--- src/rtl/sad_pred_sched.sv ---
// sad_pred_sched: steps the shared SAD datapath across PREDICTOR_N candidate
// predictions for one block, keeps the running minimum and returns the
// winning index and SAD through a valid/ready handshake.
// Optional early termination is compiled in with `define SAD_EARLY_TERM_EN.
module sad_pred_sched #(
    parameter int BLK_N       = 4,
    parameter int PIX_N       = BLK_N * BLK_N,
    parameter int PIX_WID     = 8,
    parameter int MEA_WID     = $clog2(PIX_N) + PIX_WID,
    parameter int SAD_WID     = MEA_WID + $clog2(PIX_N) + 1,
    parameter int PREDICTOR_N = 2,
    parameter int IDX_WID     = $clog2(PREDICTOR_N)
) (
    input  logic               clk,
    input  logic               rst_n,
    input  logic               start_i,
    output logic               ready_o,
    output logic [IDX_WID-1:0] pred_idx_o,
    input  logic               cand_vld_i,
    input  logic [SAD_WID-1:0] sad_i,
    output logic               best_vld_o,
    input  logic               best_rdy_i,
    output logic [IDX_WID-1:0] best_idx_o,
    output logic [SAD_WID-1:0] best_sad_o
`ifdef SAD_EARLY_TERM_EN
  , input  logic [SAD_WID-1:0] early_thr_i
  , output logic               early_o
`endif
);

    typedef enum logic [1:0] {
        S_IDLE = 2'd0,
        S_EVAL = 2'd1,
        S_OUT  = 2'd2
    } state_t;

    localparam logic [IDX_WID-1:0] LAST_IDX = IDX_WID'(PREDICTOR_N - 1);

    state_t               r_state;
    state_t               w_next_state;
    logic [IDX_WID-1:0]   r_pred_idx;
    logic [IDX_WID-1:0]   r_cand_idx;   // running best index inside EVAL
    logic [SAD_WID-1:0]   r_min;        // running minimum inside EVAL
    logic [IDX_WID-1:0]   r_best_idx;   // published result, held across blocks
    logic [SAD_WID-1:0]   r_best_sad;
    logic                 w_better;
    logic                 w_last;
    logic                 w_early_hit;
    logic                 w_eval_done;

    assign w_better = cand_vld_i && (sad_i < r_min);
    assign w_last   = (r_pred_idx == LAST_IDX);

`ifdef SAD_EARLY_TERM_EN
    logic r_early;
    assign w_early_hit = cand_vld_i && (sad_i <= early_thr_i);
    assign early_o     = r_early;
`else
    assign w_early_hit = 1'b0;
`endif

    // The evaluation ends on the sampled candidate that is either the last one or below threshold.
    assign w_eval_done = cand_vld_i && (w_last || w_early_hit);

    // State register.
    // NOTE: sequential state uses non-blocking assignments so every flop samples pre-edge values.
    always_ff @(posedge clk or negedge rst_n) begin
        if (!rst_n) begin
            r_state <= S_IDLE;
        end else begin
            r_state <= w_next_state;
        end
    end

    // Next-state decode.
    // NOTE: the default assignment first keeps this block free of inferred latches.
    always_comb begin
        w_next_state = r_state;
        case (r_state)
            S_IDLE:  if (start_i)     w_next_state = S_EVAL;
            S_EVAL:  if (w_eval_done) w_next_state = S_OUT;
            S_OUT:   if (best_rdy_i)  w_next_state = S_IDLE;
            default:                  w_next_state = S_IDLE;
        endcase
    end

    // Candidate index, running minimum and published result.
    always_ff @(posedge clk or negedge rst_n) begin
        if (!rst_n) begin
            r_pred_idx <= '0;
            r_cand_idx <= '0;
            r_min      <= '1;
            r_best_idx <= '0;
            r_best_sad <= '0;
        end else begin
            case (r_state)
                S_IDLE: begin
                    if (start_i) begin
                        r_pred_idx <= '0;
                        r_cand_idx <= '0;
                        r_min      <= '1;
                    end
                end
                S_EVAL: begin
                    if (w_better) begin
                        r_min      <= sad_i;
                        r_cand_idx <= r_pred_idx;
                    end
                    if (w_eval_done) begin
                        // Publish including the candidate sampled this very cycle.
                        r_best_idx <= w_better ? r_pred_idx : r_cand_idx;
                        r_best_sad <= w_better ? sad_i : r_min;
                    end else if (cand_vld_i) begin
                        r_pred_idx <= r_pred_idx + IDX_WID'(1);
                    end
                end
                S_OUT: begin
                    if (best_rdy_i) begin
                        r_pred_idx <= '0;
                    end
                end
                default: r_pred_idx <= '0;
            endcase
        end
    end

`ifdef SAD_EARLY_TERM_EN
    // Early flag: raised with the result when candidates were skipped, dropped on handshake.
    always_ff @(posedge clk or negedge rst_n) begin
        if (!rst_n) begin
            r_early <= 1'b0;
        end else if (r_state == S_EVAL && w_eval_done) begin
            r_early <= w_early_hit && !w_last;
        end else if (r_state == S_OUT && best_rdy_i) begin
            r_early <= 1'b0;
        end
    end
`endif

    assign ready_o    = (r_state == S_IDLE);
    assign best_vld_o = (r_state == S_OUT);
    assign pred_idx_o = r_pred_idx;
    assign best_idx_o = r_best_idx;
    assign best_sad_o = r_best_sad;

endmodule
--- config.mk ---
export PLATFORM = sky130hd
export DESIGN_NAME = sad_pred_sched
export DESIGN_NICKNAME = d
export VERILOG_FILES = /design/src/rtl/sad_pred_sched.sv
export SDC_FILE = /design/constraint.sdc
export NUM_CORES = 1
export LEC_CHECK = 0
export ABC_CLOCK_PERIOD_IN_PS = 6180
export BUFFER_PORTS_ARGS = -buffer_cell sky130_fd_sc_hd__buf_2
export CAP_MARGIN = 30
export CORE_ASPECT_RATIO = 0.75
export CORE_MARGIN = 2
export CORE_UTILIZATION = 40
export CTS_BUF_LIST = sky130_fd_sc_hd__clkbuf_16
export CTS_CLUSTER_SIZE = 30
export DETAILED_ROUTE_END_ITERATION = 7
export GPL_ROUTABILITY_DRIVEN = 0
export PLACE_DENSITY = 0.62
export SLEW_MARGIN = 10
export SYNTH_ARGS = -nofsm -noshare
export SYNTH_HDL_FRONTEND = slang
export SYNTH_SLANG_ARGS = --single-unit
--- constraint.sdc ---
create_clock -name clk -period 6.18 [get_ports clk]
set_input_delay 0.618 -clock clk [delete_from_list [all_inputs] [get_ports clk]]
set_output_delay 0.618 -clock clk [all_outputs]
set_load 0.01 [all_outputs]
==> summary.md <==
| Metric | Value |
|---|---|
| Status | `finished clean` |
| Layout cells sized above 1 | `29.6%` |
| Synth Area in Adders | `8.79%` |
| RSZ-0062 raised after global routing | `false` |
| First-pass GRT wire length | `9340 µm` |
| PwrDens | `493 nW/µm²` |
| Worst skew pair latency | `0.28 ns` |
| H-tree Lvls | `2` |
| Reg area | `997 µm²` |
| CP Data Required Time | `6.36 ns` |
| Detail Route Antenna Nets | `0` |
| Overall Global Routing Usage | `18.7%` |
| Slew @ Worst Pin | `0.942 ns` |
| Row count | `23` |
| # port buffers | `42` |
| Flop pwr share | `36.6%` |
| Post-synth top flop | `dfrtp_1` |
| Clk buf depth | `2` |
| Setup CP Type | `reg -> reg` |
| Area Growth Syn to Fin | `18.7%` |
| Placed Area | `2530 µm²` |
| Vias in the first global route | `1,819` |
| FF-to-FF setup slack | `3.05 ns` |
| Dpl hpwl | `3660 µm` |
| Simple-Gate Fraction of Synth Area | `13.8%` |
| Syn Std Cell Area | `2280 µm²` |
| Post-synth cell types | `35` |
| Max VDD drop | `0.206 mV` |
| CP arrival | `3.31 ns` |
| NetSw | `0.519 mW` |
| Comb power frac | `45.2%` |
| CTS Hold Bufs | `0` |
| Synth Area in XOR/XNOR | `0%` |
| Cells along the critical path | `inv_1 -> ha_1 -> a21o_1 -> o21ai_1 -> o211a_1 -> nand4_2 -> o22ai_1` |
| Synth area leaders | `dfrtp_1 (24%), dfstp_2 (20%), ha_1 (8.8%)` |
| Yosys reg bits | `39` |
| Avg Cell Area, Syn | `10.3 µm²` |
| Post-synth EDFFs | `0` |
| Syn nets | `260` |
| Register area share after synthesis | `43.8%` |
| Crit path max-delay family | `compound AO/OA/AOI/OAI gates` |
| Fillers | `547` |
| Initial antenna violation count | `0` |
| Detailed Routing Iterations Pass 1 | `4` |
| Setup Buffers After CTS | `0` |
| Synth top area share | `24.2%` |
| FMAX | `319 MHz` |
| Gate Count Post-Synth | `222` |
| Fraction of synthesized area in multiplexers | `0%` |
| Vias/cell | `5.79` |
| Clk_skew | `0.00261 ns` |
| Fin crit period | `3.13 ns` |
| Largest family of logic cells by synthesized area | `compound AO/OA/AOI/OAI gates` |
| Clock share of power | `18.3%` |
| Final net count | `297` |
| Initial core utilization | `42.1%` |
| TritonCTS Sinks | `39` |
| Max Cap Viol | `0` |
| I/O pins | `43` |
| Total number of vias | `1,938` |
| Setup TNS | `0 ns` |
| WL per Instance | `16.7 µm` |
| Crit share post-route | `50.6%` |
| Area of the multi-input gates | `1130 µm²` |
| Setup-failing EPs final | `0` |
| Hold crit path type | `in -> async` |
| Worst setup SP type | `flop` |
| Final Max Tran Viols | `0` |
| FFs w/ async S/R, synth | `100%` |
| Post-synthesis compound-gate area fraction | `27.0%` |
| Final Hold Violating Endpoints | `0` |
| Net Sw Frac | `38.9%` |
| TritonCTS clock tree | `built` |
| Largest area contributor in the netlist | `dfrtp_1` |
| Ant. Diodes | `0` |
| GRT overflow | `0` |
| Die X | `91.2 µm` |
| Largest net degree at the start of global routing | `40` |
| Worst path buffer plus inverter count | `1` |
| CP max stage delay | `0.70 ns` |
| Number of synthesis warnings | `0` |
| Slew HR | `37.2%` |
| Core Region | `5410 µm²` |
| Maximum fanout along the worst path | `19` |
| Die height | `69.4 µm` |
| Routed wire length | `5590 µm` |
| CTS resizes | `0` |
| Pint | `0.816 mW` |
| Design area | `2710 µm²` |
| Fin Hold WS | `0.283 ns` |
| Slowest CP cell | `o211a_1` |
| Overall power | `1.33 mW` |
| Initial DRC count | `95` |
| CTS root buffer | `clkbuf_16` |
| Clk slew on worst S/H paths | `0.06 ns` |
| Worst setup EP type | `flop` |
| Lkg Pwr | `1.23 nW` |
| Die area | `6320 µm²` |
| CTS Buf Count | `5` |
| DRC viols | `0` |
==> path summary, 6_finish.rpt <==
kind                                 start          to  cells after the start
worst min-delay path                 rst_n  best_idx_o                      1
max in group asynchronous            rst_n    r_min[8]                      2
worst max register to register   r_min[15]  r_cand_idx                      7
worst max-delay path             r_min[15]  r_cand_idx                      7
min in group clk                best_rdy_i  r_state[1]                      2
worst min register to register  r_state[1]  pred_idx_o                      1
==> sequential cells by signal (all words and copies together) (netlist names) <==
register and count:
best_idx_o 1, best_sad_o 17, pred_idx_o 1, r_cand_idx 1, r_min 17, r_state 2
==> layer usage <==
| metal | share of wire [%] | vias up | routed length (µm) | GRT usage [%] |
|---|---|---|---|---|
| li1 | - | 937 | - | - |
| met4 | 0.89 | 0 | 50 | 6.23 |
| met3 | 6.0 | 4 | 336 | 4.35 |
| met2 | 44 | 57 | 2460 | 26.8 |
| met5 | 0 | - | 0 | 0 |
| met1 | 49 | 940 | 2740 | 27.6 |
==> worst register-to-register path, delay by kind of cell (launching register included) <==
family	cells	cell delay (ns)
flip-flops	1	0.54
AND/OR/NAND/NOR	1	0.63
adder cells (fa/ha/maj)	1	0.31
buffers and inverters	1	0.05
AO/OA/AOI/OAI	4	1.50
==> kinds of logic after synthesis <==
logic type	after synthesis
compound gates	76
fa+ha+maj	16
buf+inv	36
flops	39
simple gates	55
==> cells in the mapped netlist (all sizes together) (3+ instances only) <==
cell    instances
a21oi           5
a31oi          19
buf             7
clkbuf         10
dfrtp          22
dfstp          17
ha             16
inv            19
nand2           3
nand4          21
nor2           22
nor2b           3
o21ai           5
o31ai          18
o32a           17
==> placed cells by master, fill, tap and decap left out, types with 2 or more instances in the layout <==
cell,netlist,routed
a21oi_1,5,5
nand2_1,3,3
buf_2,4,42
ha_1,16,16
o32a_1,17,17
nand4_1,19,19
dfstp_2,17,17
and3_1,2,2
o21a_1,2,2
o31ai_1,17,17
nand2b_1,2,2
dfrtp_1,22,22
buf_6,1,2
nor2b_1,3,3
clkbuf_16,0,5
nand4_2,2,2
a31oi_1,19,19
inv_1,19,20
nor2_1,22,22
buf_4,1,2
o21bai_1,2,2
o21ai_0,4,4
==> per-stage QoR <==
step	instances	util [%]	setup WS (ns)
6_report	335	50.0	3.05
5_1_grt	335	50.0	2.82
4_1_cts	333	49.3	3.09
3_5_place_dp	325	46.7	2.91
3_3_place_gp	324	46.5	2.96
2_1_floorplan	222	-	3.80
==> cell type report <==
class | instances | share of cell area [%]
Clock buffer | 5 | 4.63
Multi-Input combinational cell | 147 | 41.8
Timing Repair Buffer | 47 | 10.2
Clock inverter | 3 | 0.463
Sequential cell | 39 | 36.9
Tap cell | 75 | 3.47
Inverter | 19 | 2.64
==> power groups by stage <==
stage / logic (mW) / clock network [mW] / registers (mW)
CTS: 0.600 / 0.248 / 0.487
global placement: 0.581 / 0 / 0.486
detailed placement: 0.596 / 0 / 0.489
floorplan: 0.403 / 0 / 0.505
global route: 0.679 / 0.261 / 0.503
finish: 0.603 / 0.244 / 0.488
Power figures use the tool's default switching activity.
